## config.mk

```make
export PLATFORM = sky130hd
export DESIGN_NAME = capture_ctrl
export DESIGN_NICKNAME = d
export VERILOG_FILES = /design/src/rtl/capture_ctrl.sv
export SDC_FILE = /design/constraint.sdc
export NUM_CORES = 1
export LEC_CHECK = 0
export ABC_AREA = 1
export CAP_MARGIN = 0
export CORE_ASPECT_RATIO = 0.8
export CORE_MARGIN = 1.5
export CORE_UTILIZATION = 63
export DETAILED_ROUTE_END_ITERATION = 16
export DONT_BUFFER_PORTS = 1
export GPL_TIMING_DRIVEN = 0
export PLACE_DENSITY = 0.76
export SLEW_MARGIN = 25
export SYNTH_ARGS = -nofsm -noshare
export SYNTH_HDL_FRONTEND = slang
export SYNTH_SLANG_ARGS = --single-unit
```

## constraint.sdc

```tcl
create_clock -name clk -period 2.9 [get_ports clk]
set_clock_uncertainty 0.05 [all_clocks]
set_input_delay 0.29 -clock clk [delete_from_list [all_inputs] [get_ports clk]]
set_output_delay 0.29 -clock clk [all_outputs]
set_load 0.005 [all_outputs]
```

## src/rtl/capture_ctrl.sv

```systemverilog
// capture_ctrl: capture-side controller for the scope trigger path.
// Writes decimated samples into a circular RAM, arms the trigger once
// enough pre-trigger history is stored, counts post-trigger samples, then
// pulses set_capture_done and holds the buffer until readout acknowledges.
//
// Ports:
//   clk, rst_n        clock, asynchronous active-low reset
//   run               start a new capture (acted on only in IDLE)
//   wrt_smpl          decimator sample strobe
//   trig_pos          number of post-trigger samples, latched on run
//   triggered         latched trigger from trigger logic
//   capture_ack       readout has consumed the buffer
//   armed             enables the trigger latch
//   set_capture_done  one-cycle pulse that clears the trigger latch
//   we, addr          RAM write enable (combinational) and write address
//   trig_addr         RAM address of the first post-trigger sample
//   capture_done      buffer complete, awaiting readout
module capture_ctrl #(
  parameter int unsigned ADDR_W = 9
) (
  input  logic              clk,
  input  logic              rst_n,
  input  logic              run,
  input  logic              wrt_smpl,
  input  logic [ADDR_W-1:0] trig_pos,
  input  logic              triggered,
  input  logic              capture_ack,
  output logic              armed,
  output logic              set_capture_done,
  output logic              we,
  output logic [ADDR_W-1:0] addr,
  output logic [ADDR_W-1:0] trig_addr,
  output logic              capture_done
);

  localparam int unsigned DEPTH = 1 << ADDR_W;
  localparam int unsigned CNT_W = ADDR_W + 1;

  typedef enum logic [2:0] {
    S_IDLE  = 3'd0,
    S_PRE   = 3'd1,
    S_ARMED = 3'd2,
    S_POST  = 3'd3,
    S_DONE  = 3'd4
  } state_t;

  state_t            r_state, w_state_nxt;
  logic [ADDR_W-1:0] r_addr, w_addr_nxt;
  logic [ADDR_W-1:0] r_trig_addr, w_trig_addr_nxt;
  logic [ADDR_W-1:0] r_tp_lat, w_tp_lat_nxt;
  logic [ADDR_W-1:0] r_post_cnt, w_post_cnt_nxt;
  logic [CNT_W-1:0]  r_pre_cnt, w_pre_cnt_nxt;
  logic              r_armed, w_armed_nxt;
  logic              r_scd, w_scd_nxt;
  logic              r_cdone, w_cdone_nxt;
  logic              w_we;

  logic [ADDR_W-1:0] w_addr_inc;
  logic [ADDR_W-1:0] w_post_inc;
  logic [CNT_W-1:0]  w_pre_inc;
  logic [CNT_W-1:0]  w_pre_target;

  assign w_addr_inc   = r_addr + ADDR_W'(1);
  assign w_post_inc   = r_post_cnt + ADDR_W'(1);
  assign w_pre_inc    = r_pre_cnt + CNT_W'(1);
  // tp_lat of 0 yields a target of DEPTH, i.e. a full buffer of history
  assign w_pre_target = CNT_W'(DEPTH) - CNT_W'(r_tp_lat);

  // State and datapath registers
  always_ff @(posedge clk or negedge rst_n) begin
    if (!rst_n) begin
      r_state     <= S_IDLE;
      r_addr      <= '0;
      r_trig_addr <= '0;
      r_tp_lat    <= '0;
      r_post_cnt  <= '0;
      r_pre_cnt   <= '0;
      r_armed     <= 1'b0;
      r_scd       <= 1'b0;
      r_cdone     <= 1'b0;
    end else begin
      r_state     <= w_state_nxt;
      r_addr      <= w_addr_nxt;
      r_trig_addr <= w_trig_addr_nxt;
      r_tp_lat    <= w_tp_lat_nxt;
      r_post_cnt  <= w_post_cnt_nxt;
      r_pre_cnt   <= w_pre_cnt_nxt;
      r_armed     <= w_armed_nxt;
      r_scd       <= w_scd_nxt;
      r_cdone     <= w_cdone_nxt;
    end
  end

  // Next-state, datapath updates and write enable
  always_comb begin
    w_state_nxt     = r_state;
    w_addr_nxt      = r_addr;
    w_trig_addr_nxt = r_trig_addr;
    w_tp_lat_nxt    = r_tp_lat;
    w_post_cnt_nxt  = r_post_cnt;
    w_pre_cnt_nxt   = r_pre_cnt;
    w_armed_nxt     = r_armed;
    w_scd_nxt       = 1'b0;
    w_cdone_nxt     = r_cdone;
    w_we            = 1'b0;

    case (r_state)
      S_IDLE: begin
        w_armed_nxt = 1'b0;
        if (run) begin
          w_state_nxt    = S_PRE;
          w_addr_nxt     = '0;
          w_pre_cnt_nxt  = '0;
          w_post_cnt_nxt = '0;
          w_tp_lat_nxt   = trig_pos;
        end
      end

      S_PRE: begin
        w_we = wrt_smpl;
        if (wrt_smpl) begin
          w_addr_nxt    = w_addr_inc;
          w_pre_cnt_nxt = w_pre_inc;
          if (w_pre_inc == w_pre_target) begin
            w_state_nxt = S_ARMED;
            w_armed_nxt = 1'b1;
          end
        end
      end

      S_ARMED: begin
        w_we = wrt_smpl;
        if (wrt_smpl) w_addr_nxt = w_addr_inc;
        if (triggered) begin
          // A write in the trigger cycle still belongs to the pre-trigger data
          w_state_nxt     = S_POST;
          w_armed_nxt     = 1'b0;
          w_trig_addr_nxt = wrt_smpl ? w_addr_inc : r_addr;
          w_post_cnt_nxt  = '0;
        end
      end

      S_POST: begin
        if (r_tp_lat == '0) begin
          // No post-trigger samples requested: finish without writing
          w_state_nxt = S_DONE;
          w_scd_nxt   = 1'b1;
          w_cdone_nxt = 1'b1;
        end else begin
          w_we = wrt_smpl;
          if (wrt_smpl) begin
            w_addr_nxt     = w_addr_inc;
            w_post_cnt_nxt = w_post_inc;
            if (w_post_inc == r_tp_lat) begin
              w_state_nxt = S_DONE;
              w_scd_nxt   = 1'b1;
              w_cdone_nxt = 1'b1;
            end
          end
        end
      end

      S_DONE: begin
        if (capture_ack) begin
          w_state_nxt = S_IDLE;
          w_cdone_nxt = 1'b0;
        end
      end

      default: begin
        w_state_nxt = S_IDLE;
      end
    endcase
  end

  assign we               = w_we;
  assign addr             = r_addr;
  assign trig_addr        = r_trig_addr;
  assign armed            = r_armed;
  assign set_capture_done = r_scd;
  assign capture_done     = r_cdone;

endmodule

```

# Word-level counts from Yosys, hierarchy flattened
# Index checks and enable logic that the tools add are counted.
# W data, S select, Z words.
# totals
reg_bits	52
elab_cells	79
input_bits	15
# op_classes
mux	35
add_sub_neg	4
eq_ne	15
reduce_logical	16
# op_table
op	count
$mux W9	6
$pmux W9 S3	2
$mux W3	8
$mux W10	2
$pmux W10 S2	1
$add A9 B1 Y9 const B	2
$pmux W3 S5	1
$ne A2 B2 Y1 const B	7
$mux W1	12
$add A10 B1 Y10 const B	1
$eq A10 B10 Y1	1
$sub A10 B9 Y10 const A	1
$eq A9 B9 Y1	1
$logic_not A9 Y1	1
$reduce_bool A3 Y1	3
$reduce_and A4 Y1	2
$reduce_and A7 Y1	1
$eq A3 B2 Y1 const B	2
$ne A3 B3 Y1 const B	2
$reduce_and A3 Y1	2
$reduce_and A5 Y1	1
$pmux W1 S2	2
$reduce_and A2 Y1	2
$reduce_bool A2 Y1	2
5 further kinds	5

# Depth between registers and ports, before layout
# depth
depth_word	6
depth_mapped	16
mapped_depth_nobuf	16

# Worst setup path before layout
# Ideal clock, no wire load.
# synth_timing
path_type	register -> output
from	register r_tp_lat[0]
to	output we
stages_incl_launch_ff	11
slack_ps	761
t_arrival_ps	1799
cell_sequence	dfrtp_1 > inv_1 > ha_1 > nand2_1 > nor2_1 > nand2_1 > nor2_1 > ha_1 > nor2_1 > nor2_1 > nor2_1
# synth_between
elab_chain_len	3
# synth_lines
element	line	text
start: declaration	50	logic [ADDR_W-1:0] r_tp_lat, w_tp_lat_nxt;
start signal: assignment	85	r_tp_lat <= w_tp_lat_nxt;
$logic_not A9 Y1	144	if (r_tp_lat == '0) begin
$mux W1	144	
$pmux W1 S2	107	case (r_state)
end: declaration	30	output logic we,
# No other way between the ends.

# Worst setup path after layout
# Ends and elaborated chain as after synthesis.

==> run summary <==
Fmax -> 381 MHz
Max-slew violation count -> 0
Clock latency on the worst-skew pair -> 310 ps
H-tree lvl count -> 2
Root Buffer -> clkbuf_8
Logic pwr share -> 0.421
Worst r2r path cells -> 16
CP max FO -> 10
Sw Ratio -> 0.441
Initial antenna violation count -> 0
Clock transition at path regs -> 100 ps
Largest net degree at the start of global routing -> 53
Crit path max-delay cell type -> dfrtp_1
I/O Pins -> 37
Vias in the first global route -> 2612
Startpoint Class -> flip-flop
Most common cell after layout, fill and taps aside -> nand2_1
Nets -> 463
Routed len/inst -> 13.9 um
Place WS -> 297 ps
Placed cell count -> 494
Overall routing resource usage -> 0.288
Vert. Die Dim -> 65.7 um
Max Buffers Root-to-Sink -> 2
Gate Count Post-Synth -> 434
GR peak layer -> met2
Synth Cell Area -> 3100 sq um
Final wirelength -> 7.02 mm
ANT nets after route -> 0
Core Rows -> 22
Max-cap viol count -> 0
WHS Path Cells -> 2
Final Setup Violations -> 0
Final GP Congestion -> 0.883
Max_slew headroom -> 0.596
Hold Crit Class -> input port to flip-flop
Final std cells w/o fill -> 504
Final core utilization -> 0.712
Type of the worst setup path -> flip-flop to primary output
RR Startpoint -> r_tp_lat[0]
Gr ovfl total -> 0
Sequential Power Share -> 0.407
Detailed-placement wirelength estimate -> 5.29 mm
Most common cell on crit path -> nor2_1
RSZ-0062 raised after global routing -> false
Post-CTS Setup Inserts -> 0
DR vias -> 2771
CTS tree -> yes
Antenna diode count -> 0
Initial drt markers -> 191
Die area -> 5350 sq um
Vias per cell -> 5.50
CP endpoint kind -> primary output
Synth warnings -> 0
LEAKAGE -> 1.64 nW
P_sw -> 0.00111 W
Met2 Usage GRT -> 0.436
Final period util -> 0.904
Post-placement cell area -> 3170 sq um
Syn nets -> 454
Hold_sp -> trig_pos[1]
Sequential element share of the synthesized area -> 0.420
Status -> finished, final reports clean
Yosys reg bits -> 52
Num CTS Buffers -> 5
Final instance area -> 3310 sq um
Pwr Density -> 762 nW/um^2
Crit path required time -> 2560 ps
Port bufs -> 0
Starting Density -> 0.666
Clock power frac -> 0.172
Critical-path cell list -> inv_1 -> ha_1 -> nand2_1 -> nor2_1 -> nand2_1 -> nor2_1 -> ha_1 -> nor2_1 -> nor2_4 -> nor2_1
Most frequent cells in the layout -> nand2_1, inv_1, dfrtp_1, nand3_1, nor2_1
First-pass GRT wire length -> 11.7 mm
Fraction of layout cells with a size suffix above 1 -> 0.0766
# fillers -> 402
Die Span X -> 81.4 um
Multi-input logic area -> 1520 sq um
Register cell area after layout -> 1300 sq um
M1 GR Usage -> 0.419
Met3 Use GR -> 0.0500
Core Area -> 4650 sq um
Mean Syn Cell Area -> 7.14 sq um
Final hold vios -> 0
Setup TNS -> 0 ps
Synth unique cells -> 27
Area grow syn2layout -> 6.91%
Num Clock Sinks -> 52
DRC violations left -> 0
Setup crit start -> r_tp_lat[0]
Tmin final -> 2620 ps
Critical Path Max Stage Delay -> 430 ps
VDD IR max -> 0.000460 V
WP data arrival -> 2280 ps
1st-pass router iterations -> 5
Internal Pwr Total -> 0.00141 W
Pin slew with the least headroom to its limit -> 604 ps
Final setup margin -> 277 ps
## Yosys cell counts, drive strengths merged
cell type / n / area [sq um]
a21oi: 10 / 53.8
a22oi: 1 / 7.51
clkbuf: 3 / 11.3
dfrtp: 52 / 1300
ha: 5 / 62.6
inv: 72 / 270
nand2: 127 / 484
nand3: 44 / 235
nand3b: 1 / 7.51
nand4: 4 / 25.0
nor2: 48 / 208
nor3: 7 / 56.3
o211ai: 1 / 12.5
o21ai: 29 / 149
o22ai: 20 / 125
xnor2: 1 / 8.76
xor2: 9 / 78.8
## flip-flops by register name, summed over array words and instances, names as in the netlist
| register | cells |
|---|---|
| addr | 9 |
| r_post_cnt | 9 |
| r_tp_lat | 9 |
| armed | 1 |
| r_state | 3 |
| r_pre_cnt | 10 |
| trig_addr | 9 |
| capture_done | 1 |
| set_capture_done | 1 |
## stage by stage
stage | hold slack (ps) | total power (W)
5_1_grt | 74.3 | 0.00274
3_3_place_gp | -54.6 | 0.00202
2_1_floorplan | -55.6 | 0.00180
6_report | 80.6 | 0.00252
4_1_cts | 84.0 | 0.00250
3_5_place_dp | -54.5 | 0.00205
## layer usage
layer,vias to the layer above,share of wire
li1,1414,-
met1,1295,0.51
met2,51,0.44
met3,11,0.037
met4,0,0.015
met5,-,0
## repair_timing
item,in CTS,in global routing
cloned,0,0
gates resized for setup,1,1
setup endpoints to repair,1,1
hold endpoints to repair,52,0
hold buffers,2,0
## worst max-delay path, delay by kind of cell, from the launching register on
kind / cells / cell delay (ps)
and+or+nand+nor: 7 / 900
adders and majority gates: 2 / 460
DFF: 1 / 430
buffers and inverters: 1 / 180
## final timing paths
kind	slack, ps	endpoint
max	280	we
min	80	r_tp_lat[1]
max reg2reg	460	r_state[1]
min reg2reg	470	trig_addr[3]
max in group asynchronous	2120	r_pre_cnt[2]
min in group asynchronous	440	r_post_cnt[5]
## power by group through the flow
| stage | clock [W] | sequential [W] | combinational, W |
|---|---|---|---|
| final | 0.000434 | 0.00103 | 0.00106 |
| after global routing | 0.000464 | 0.00105 | 0.00122 |
| after CTS | 0.000437 | 0.00103 | 0.00104 |
| after detailed placement | 0 | 0.00104 | 0.00101 |
| after global placement | 0 | 0.00104 | 0.000981 |
| after floorplan | 0 | 0.000998 | 0.000807 |
## logic make-up after synthesis
group	Yosys count	synth area share
and+or+nand+nor	231	0.328
DFF	52	0.420
adders and majority gates	5	0.0202
buffers and inverters	75	0.0909
AOI/OAI and AO/OA	61	0.112
xor gates and xnor gates	10	0.0283
## cell type report
cell class / count / area share
buffer: 3 / 0.00340
clock buffer: 7 / 0.0261
inverter: 72 / 0.0816
timing repair buffer: 2 / 0.0113
multi-input combinational: 307 / 0.460
tap: 60 / 0.0227
sequential: 52 / 0.393
clock inverter: 1 / 0.00227
(Power assumes the default switching activity.)
